<file path="src/rtl/fetch_pkg.sv">
// ----------------------------------------------------------------------------
// fetch_pkg
// Shared definitions for the instruction-fetch stage.
//   FETCH_XLEN      default datapath width (PC, addresses)
//   FETCH_XLEN_MAX  widest supported datapath; sizes the IF/ID payload fields
//   NOP_INSTR       canonical NOP (addi x0,x0,0) injected on flush/reset
//   ifid_t          IF/ID pipeline payload: valid, pc, pc_plus4, instr
//   misaligned()    true when a target is not word aligned
// ----------------------------------------------------------------------------
package fetch_pkg;

  localparam int FETCH_XLEN     = 32;
  localparam int FETCH_XLEN_MAX = 64;

  localparam logic [31:0] NOP_INSTR = 32'h0000_0013;

  // PC fields are sized for the widest legal XLEN; narrower builds keep the
  // upper bits at zero and they are optimised away.
  typedef struct packed {
    logic                      valid;
    logic [FETCH_XLEN_MAX-1:0] pc;
    logic [FETCH_XLEN_MAX-1:0] pc_plus4;
    logic [31:0]               instr;
  } ifid_t;

  function automatic logic misaligned(input logic [1:0] low_bits);
    return |low_bits;
  endfunction

endpackage

</file>
<file path="src/rtl/fetch_if.sv">
// ----------------------------------------------------------------------------
// fetch_if
// Bundles the fetch stage's control inputs, instruction-memory port and
// IF/ID outputs.
//   master modport : the fetch stage (drives imem_addr and the id_* outputs)
//   slave  modport : the environment (pipeline control + instruction memory)
// Signals:
//   stall, redirect_valid, redirect_target  pipeline control into fetch
//   imem_addr / imem_rdata                  async-read instruction memory
//   id_valid, id_pc, id_pc_plus4, id_instr  IF/ID register contents
//   misalign_err                            one-cycle misaligned-redirect flag
// ----------------------------------------------------------------------------
interface fetch_if #(
  parameter int XLEN = 32
);

  logic            stall;
  logic            redirect_valid;
  logic [XLEN-1:0] redirect_target;
  logic [XLEN-1:0] imem_addr;
  logic [31:0]     imem_rdata;
  logic            id_valid;
  logic [XLEN-1:0] id_pc;
  logic [XLEN-1:0] id_pc_plus4;
  logic [31:0]     id_instr;
  logic            misalign_err;

  modport master (
    input  stall, redirect_valid, redirect_target, imem_rdata,
    output imem_addr, id_valid, id_pc, id_pc_plus4, id_instr, misalign_err
  );

  modport slave (
    output stall, redirect_valid, redirect_target, imem_rdata,
    input  imem_addr, id_valid, id_pc, id_pc_plus4, id_instr, misalign_err
  );

endinterface

</file>
<file path="src/rtl/fetch_perf_counters.sv">
// ----------------------------------------------------------------------------
// fetch_perf_counters
// Three saturating 32-bit event counters for the fetch stage.
// Ports:
//   CLK, reset    clock and synchronous active-low reset (clears counters)
//   inc_fetched   one instruction advanced into IF/ID this cycle
//   inc_stall     cycle stalled without a redirect
//   inc_flush     redirect accepted this cycle
//   perf_fetched, perf_stalls, perf_flushes   counter values
// ----------------------------------------------------------------------------
module fetch_perf_counters (
  input  logic        CLK,
  input  logic        reset,
  input  logic        inc_fetched,
  input  logic        inc_stall,
  input  logic        inc_flush,
  output logic [31:0] perf_fetched,
  output logic [31:0] perf_stalls,
  output logic [31:0] perf_flushes
);

  logic [2:0]  inc_vec;
  logic [31:0] cnt_vec [3];

  assign inc_vec = {inc_flush, inc_stall, inc_fetched};

  generate
    for (genvar gi = 0; gi < 3; gi++) begin : g_cnt
      logic [31:0] cnt_reg;

      // Counters stick at all-ones rather than wrapping.
      always_ff @(posedge CLK) begin
        if (!reset) begin
          cnt_reg <= '0;
        end else if (inc_vec[gi] && (cnt_reg != 32'hFFFF_FFFF)) begin
          cnt_reg <= cnt_reg + 32'd1;
        end
      end

      assign cnt_vec[gi] = cnt_reg;
    end
  endgenerate

  assign perf_fetched = cnt_vec[0];
  assign perf_stalls  = cnt_vec[1];
  assign perf_flushes = cnt_vec[2];

endmodule

</file>
<file path="src/rtl/fetch_stage.sv">
// ----------------------------------------------------------------------------
// fetch_stage
// Instruction-fetch stage: owns the PC, presents it to an async-read
// instruction memory and captures the returned word into the IF/ID register.
// Priority each edge: reset (active low) > redirect > stall > advance.
// Ports:
//   CLK           single clock, rising edge
//   reset         synchronous active-low reset
//   bus           fetch_if.master (control in, imem port, IF/ID outputs)
//   perf_fetched, perf_stalls, perf_flushes   performance counters
// Parameters:
//   XLEN          32 or 64
//   RESET_VECTOR  PC after reset, word aligned
// Build option:
//   FETCH_PERF_EN  when defined, counters are implemented in
//                  fetch_perf_counters; otherwise perf ports read 0.
// ----------------------------------------------------------------------------
module fetch_stage
  import fetch_pkg::*;
#(
  parameter int              XLEN         = FETCH_XLEN,
  parameter logic [XLEN-1:0] RESET_VECTOR = '0
) (
  input  logic        CLK,
  input  logic        reset,
  fetch_if.master     bus,
  output logic [31:0] perf_fetched,
  output logic [31:0] perf_stalls,
  output logic [31:0] perf_flushes
);

  logic [XLEN-1:0] pc_reg;
  logic [XLEN-1:0] pc_next;
  logic [XLEN-1:0] pc_plus4;
  ifid_t           ifid_reg;
  ifid_t           ifid_next;
  logic            misalign_reg;
  logic            misalign_next;

  // Natural modulo-2^XLEN wrap from all-ones-minus-3 back to zero.
  assign pc_plus4 = pc_reg + XLEN'(4);

  always_comb begin
    pc_next       = pc_reg;
    ifid_next     = ifid_reg;
    misalign_next = 1'b0;
    if (bus.redirect_valid) begin
      // Flush: bubble into IF/ID, keep the old pc/pc_plus4 fields.
      pc_next         = {bus.redirect_target[XLEN-1:2], 2'b00};
      ifid_next.valid = 1'b0;
      ifid_next.instr = NOP_INSTR;
      misalign_next   = misaligned(bus.redirect_target[1:0]);
    end else if (!bus.stall) begin
      pc_next            = pc_plus4;
      ifid_next.valid    = 1'b1;
      ifid_next.pc       = FETCH_XLEN_MAX'(pc_reg);
      ifid_next.pc_plus4 = FETCH_XLEN_MAX'(pc_plus4);
      ifid_next.instr    = bus.imem_rdata;
    end
  end

  always_ff @(posedge CLK) begin
    if (!reset) begin
      pc_reg             <= RESET_VECTOR;
      ifid_reg.valid     <= 1'b0;
      ifid_reg.pc        <= '0;
      ifid_reg.pc_plus4  <= '0;
      ifid_reg.instr     <= NOP_INSTR;
      misalign_reg       <= 1'b0;
    end else begin
      pc_reg       <= pc_next;
      ifid_reg     <= ifid_next;
      misalign_reg <= misalign_next;
    end
  end

  assign bus.imem_addr    = pc_reg;
  assign bus.id_valid     = ifid_reg.valid;
  assign bus.id_pc        = XLEN'(ifid_reg.pc);
  assign bus.id_pc_plus4  = XLEN'(ifid_reg.pc_plus4);
  assign bus.id_instr     = ifid_reg.instr;
  assign bus.misalign_err = misalign_reg;

`ifdef FETCH_PERF_EN
  logic inc_fetched;
  logic inc_stall;
  logic inc_flush;

  assign inc_fetched = !bus.redirect_valid && !bus.stall;
  assign inc_stall   = !bus.redirect_valid &&  bus.stall;
  assign inc_flush   =  bus.redirect_valid;

  fetch_perf_counters u_perf (
    .CLK          (CLK),
    .reset        (reset),
    .inc_fetched  (inc_fetched),
    .inc_stall    (inc_stall),
    .inc_flush    (inc_flush),
    .perf_fetched (perf_fetched),
    .perf_stalls  (perf_stalls),
    .perf_flushes (perf_flushes)
  );
`else
  assign perf_fetched = '0;
  assign perf_stalls  = '0;
  assign perf_flushes = '0;
`endif

endmodule
</file>
<file path="src/flat_wrapper.sv">
// flat-port wrapper written by rule: the top's interface ports become plain ports
module fetch_stage_flat import fetch_pkg::*;
#(
  parameter int              XLEN         = FETCH_XLEN,
  parameter logic [XLEN-1:0] RESET_VECTOR = '0
)
  (CLK, reset, perf_fetched, perf_stalls, perf_flushes, bus_stall, bus_redirect_valid, bus_redirect_target, bus_imem_rdata, bus_imem_addr, bus_id_valid, bus_id_pc, bus_id_pc_plus4, bus_id_instr, bus_misalign_err);
  fetch_if #(.XLEN(XLEN)) bus_i ();
  input  logic CLK;
  input  logic reset;
  output logic [31:0] perf_fetched;
  output logic [31:0] perf_stalls;
  output logic [31:0] perf_flushes;
  input wire logic [$bits(bus_i.stall)-1:0] bus_stall;
  input wire logic [$bits(bus_i.redirect_valid)-1:0] bus_redirect_valid;
  input wire logic [$bits(bus_i.redirect_target)-1:0] bus_redirect_target;
  input wire logic [$bits(bus_i.imem_rdata)-1:0] bus_imem_rdata;
  output wire logic [$bits(bus_i.imem_addr)-1:0] bus_imem_addr;
  output wire logic [$bits(bus_i.id_valid)-1:0] bus_id_valid;
  output wire logic [$bits(bus_i.id_pc)-1:0] bus_id_pc;
  output wire logic [$bits(bus_i.id_pc_plus4)-1:0] bus_id_pc_plus4;
  output wire logic [$bits(bus_i.id_instr)-1:0] bus_id_instr;
  output wire logic [$bits(bus_i.misalign_err)-1:0] bus_misalign_err;
  assign bus_i.stall = bus_stall;
  assign bus_i.redirect_valid = bus_redirect_valid;
  assign bus_i.redirect_target = bus_redirect_target;
  assign bus_i.imem_rdata = bus_imem_rdata;
  assign bus_imem_addr = bus_i.imem_addr;
  assign bus_id_valid = bus_i.id_valid;
  assign bus_id_pc = bus_i.id_pc;
  assign bus_id_pc_plus4 = bus_i.id_pc_plus4;
  assign bus_id_instr = bus_i.id_instr;
  assign bus_misalign_err = bus_i.misalign_err;
  fetch_stage #(.XLEN(XLEN), .RESET_VECTOR(RESET_VECTOR)) u_core (.CLK(CLK), .reset(reset), .bus(bus_i), .perf_fetched(perf_fetched), .perf_stalls(perf_stalls), .perf_flushes(perf_flushes));
endmodule
</file>
<file path="config.mk">
export PLATFORM = sky130hd
export DESIGN_NAME = fetch_stage_flat
export DESIGN_NICKNAME = d
export VERILOG_FILES = /design/src/rtl/fetch_pkg.sv /design/src/rtl/fetch_if.sv /design/src/rtl/fetch_perf_counters.sv /design/src/rtl/fetch_stage.sv /design/src/flat_wrapper.sv
export SDC_FILE = /design/constraint.sdc
export NUM_CORES = 1
export LEC_CHECK = 0
export CELL_PAD_IN_SITES_DETAIL_PLACEMENT = 1
export CELL_PAD_IN_SITES_GLOBAL_PLACEMENT = 1
export CORE_UTILIZATION = 29
export CTS_CLUSTER_DIAMETER = 50
export CTS_CLUSTER_SIZE = 25
export DETAILED_ROUTE_END_ITERATION = 10
export HOLD_SLACK_MARGIN = 0.03
export PLACE_DENSITY = 0.81
export SKIP_CTS_REPAIR_TIMING = 1
export SLEW_MARGIN = 20
export SYNTH_ARGS = -nofsm -noshare
export SYNTH_HDL_FRONTEND = slang
export SYNTH_SLANG_ARGS = --single-unit
</file>
<file path="constraint.sdc">
create_clock -name CLK -period 2.6 [get_ports CLK]
set_clock_uncertainty 0.15 [all_clocks]
set_input_delay 0.39 -clock CLK [delete_from_list [all_inputs] [get_ports CLK]]
set_output_delay 0.39 -clock CLK [all_outputs]
set_load 0.01 [all_outputs]
</file>
# Yosys cells after proc, flatten, opt, wreduce, memory -nomap -nowiden
# Index checks and enable logic that the tools add are counted.
# op_classes
n_lt_le_gt_ge	0
mul	0
n_div	0
muxes	2
bitwise	3
reduce_logical	4
n_eq_ne	1
n_addsub	1
shifts	0
# ops
cell	n
two-way mux 32 bit	2
adder 32 x 3 -> 32 bit (second input constant)	1
AND reduction 2 bit	2
OR reduction 2 bit	2
NOT 1 bit	3
inequality test 2 x 1 -> 1 bit (second input constant)	1
# word_totals
romBits	0
latch_bits	0
ram_bits	0
out_inout_bits	226
register_bits	130
inputBits	68
n_memories	0

# Depth between registers and ports, before layout
# logic_depth
word_depth	3
depth_mapped	7

# Worst setup path before layout
# OpenSTA, ideal clock, no wires.
# synth_path
path_type	reg-to-reg
from	reg u_core.pc_reg[2] (netlist: u_core.bus.imem_addr[2])
to	reg u_core.ifid_reg (netlist bit u_core.bus.id_pc_plus4[22])
t_required_ns	2.376
arrival_ns	2.090
path_slack_ns	0.286
synth_period_minus_slack_ns	2.314
stages_incl_launch_ff	7
cell_sequence	dfxtp_1 > ha_1 > nand3_1 > or4_1 > buf_2 > or4_1 > a31oi_1
# synth_via
elab_chain_cells	1
# synth_rtl
element	line_no	text
start: declaration	fetch_stage.sv:32	logic [XLEN-1:0] pc_reg;
start signal: assignment	fetch_stage.sv:71	pc_reg <= pc_next;
adder 32 x 3 -> 32 bit	fetch_stage.sv:41	assign pc_plus4 = pc_reg + XLEN'(4);
end signal: assignment	fetch_stage.sv:72	ifid_reg <= ifid_next;
end: declaration	fetch_stage.sv:35	ifid_t ifid_reg;
# No other way between the ends.
# A chain may end at the register's enable or synchronous reset.

# Final worst setup path
# layout_path
from	reg u_core.pc_reg[2] (netlist: u_core.bus.imem_addr[2])
to	reg u_core.ifid_reg (netlist bit u_core.bus.id_pc_plus4[24])
# Same word-level chain as after synthesis.

==> results.sh <==
export IMPL_drive_above_1_share_pct=9.70
export IMPL_synth_area_leaders="dfxtp_1, buf_4, mux2i_1"
export IMPL_cp_end_kind="flip-flop"
export IMPL_hold_ws_ps=303
export IMPL_status="completed"
export IMPL_drt_wl_total_um=20700
export IMPL_postSynth_asyncResetShare_pct=0
export IMPL_multi_input_area_sq_mm=0.00301
export IMPL_worstReg2RegStart="u_core.bus.imem_addr[2]"
export IMPL_finish_utilization_pct=42.4
export IMPL_worstHoldPathCells=2
export IMPL_numCtsBuffers=17
export IMPL_ys_warn_count=0
export IMPL_criticalPathCategory="reg2reg"
export IMPL_cts_root_buffer="clkbuf_16"
export IMPL_highest_layer="met4"
export IMPL_finalSetupViolCount=0
export IMPL_core_area_sq_mm=0.0206
export IMPL_antenna_found_initial=0
export IMPL_crit_fanout=17
export IMPL_setup_slack_ps=241
export IMPL_clock_sinks=124
export IMPL_worst_setup_path_start_kind="flip-flop"
export IMPL_synth_area_sq_mm=0.00616
export IMPL_grt_pass1_wl_um=32200
export IMPL_n_fill_cell=2434
export IMPL_worstHoldStart="u_core.bus.id_valid"
export IMPL_drtIter0Drc=239
export IMPL_antenna_left=0
export IMPL_reg2reg_depth=5
export IMPL_timing_final_crit_share_pct=90.7
export IMPL_whs_endpoint="u_core.bus.id_valid"
export IMPL_setup_tns_final_ps=0
export IMPL_die_w_um=148
export IMPL_totalPowerFinal_uw=5180
export IMPL_synthCells=746
export IMPL_nets=1005
export IMPL_fin_crit_ps=2360
export IMPL_port_buffers=191
export IMPL_peakVddDrop_v=0.000478
export IMPL_cts_max_path_buffers=2
export IMPL_drv_slew=0
export IMPL_vias=5787
export IMPL_worst_pin_slew_ps=639
export IMPL_maxCapViolations=0
export IMPL_powerDensity_mw_per_mm2=595
export IMPL_path_clk_slew_ps=60
export IMPL_die_area_sq_mm=0.0218
export IMPL_worstPathRequired_ps=2800
export IMPL_worstReg2RegEnd="u_core.bus.id_pc_plus4[24]"
export IMPL_ys_ff_latch=124
export IMPL_synth_most_common_cell="dfxtp_1"
export IMPL_post_place_ws_ps=57.1
export IMPL_route_met2_wl_um=10000
export IMPL_gr_total_overflow=0
export IMPL_rsz0062_at_grt="false"
export IMPL_ys_seq_area_share_pct=40.3
export IMPL_grt_pass1_vias=5756
export IMPL_die_y_um=148
export IMPL_worstHoldPathType="reg2reg"
export IMPL_p_leak_uw=0.00327
export IMPL_grt_max_degree=54
export IMPL_relSlewSlack_pct=57.0
export IMPL_wirelength_met1_um=8710
export IMPL_arrival_ps=2560
export IMPL_ioPinCount=294
export IMPL_gp_congestion=0.816
export IMPL_syn2layout_area_growth_pct=41.3
export IMPL_r2r_slack_ps=240
export IMPL_hold_violations=0
export IMPL_synth_edff_count=0
export IMPL_syn_area_per_cell_sq_um=8.26
export IMPL_diodes=0
export IMPL_yosys_area_top_type="dfxtp_1"
export IMPL_ys_types=41
export IMPL_clock_latency_ps=420
export IMPL_drc_errors=0
export IMPL_cts_max_level=4
export IMPL_cts_tree="built"
export IMPL_hpwl_um=15200
export IMPL_synth_common_cells="dfxtp_1, buf_4, nand2_1"
export IMPL_viasPerCell=4.75
export IMPL_ys_flop_type="dfxtp_1"
export IMPL_wl_per_cell_um=17.0
export IMPL_final_seq_area_sq_mm=0.00248
export IMPL_start_util_pct=30.0
export IMPL_met3_length_um=1550
export IMPL_grt_use_total_pct=19.0
export IMPL_netlist_area_leader_share_pct=40.3
export IMPL_firstDrtPassIters=4
export IMPL_num_rows=52
export IMPL_max_freq_ghz=0.424
## routing by layer
| metal | vias up | global-route usage [%] |
|---|---|---|
| met5 | - | 0 |
| met4 | 0 | 5.67 |
| met3 | 24 | 6.27 |
| met2 | 221 | 32.0 |
| met1 | 2766 | 22.9 |
| li1 | 2776 | - |
## metrics by stage
stage	cell area [sq um]	std cells
floorplan	6540	847
global placement	8130	1187
detailed placement	8130	1187
CTS	8710	1218
global route	8710	1218
finish	8710	1218
## worst max-delay path, cell delays in order (launching register included)
cell     delay, ps
dfxtp_1        340
ha_1           270
nand3_1        140
or4_4          680
or4_1          540
a31oi_1        170
## registers in the layout, summed over array words and instances, names as in the netlist
name,flops
u_core.bus.misalign_err,1
u_core.bus.id_instr,32
u_core.bus.id_pc,30
u_core.bus.imem_addr,30
u_core.bus.id_valid,1
u_core.bus.id_pc_plus4,30
## layout by cell type (no fill, tap or decap), types with 10 or more instances in the layout
| cell type | Yosys | routed |
|---|---|---|
| nand2_1 | 74 | 74 |
| nor3_1 | 23 | 23 |
| nand4_1 | 12 | 12 |
| conb_1 | 1 | 102 |
| o21ai_0 | 56 | 56 |
| clkbuf_16 | 0 | 17 |
| a21oi_1 | 49 | 49 |
| dfxtp_1 | 124 | 124 |
| nor2_1 | 58 | 57 |
| mux2i_1 | 35 | 35 |
| clkdlybuf4s50_1 | 0 | 190 |
| a31oi_1 | 15 | 15 |
| xnor2_1 | 18 | 18 |
| or4_1 | 11 | 10 |
| a211oi_1 | 10 | 10 |
| a311oi_1 | 12 | 12 |
| or3_1 | 17 | 17 |
| buf_4 | 102 | 48 |
## layout make-up
type	count	area share, %
multi-input cells	548	34.6
flip-flops and latches	124	28.5
repair buffers	240	26.3
clock buffers	22	5.56
well taps	270	3.88
clock inverters	9	1.01
inverters	5	0.215
## power by group
part           switching, uW  total [uW]  internal (uW)
Sequential              72.9        2070           2000
Combinational            418         803            384
Clock                    902        2310           1410
## cell families (layout without fill, tap and decap cells)
family | Yosys count | after routing | synth area share, %
buffers and inverters | 175 | 276 | 17.2
DFF | 124 | 124 | 40.3
xor gates and xnor gates | 20 | 20 | 2.84
and+or+nand+nor | 235 | 235 | 19.1
other | 1 | 102 | 0.0608
adders and majority gates | 1 | 1 | 0.203
AOI/OAI and AO/OA | 155 | 155 | 14.7
muxes | 35 | 35 | 5.68
## worst max path at each step
stage	from	end	cells after the start
CTS	u_core.bus.imem_addr[2]	u_core.bus.id_pc_plus4[24]	5
global route	u_core.bus.imem_addr[2]	u_core.bus.id_pc_plus4[22]	5
detailed placement	u_core.bus.imem_addr[2]	u_core.bus.id_pc_plus4[24]	5
floorplan	u_core.bus.imem_addr[2]	u_core.bus.id_pc_plus4[22]	6
finish	u_core.bus.imem_addr[2]	u_core.bus.id_pc_plus4[24]	5
global placement	u_core.bus.imem_addr[2]	u_core.bus.id_pc_plus4[24]	5
Power figures use the tool's default switching activity.
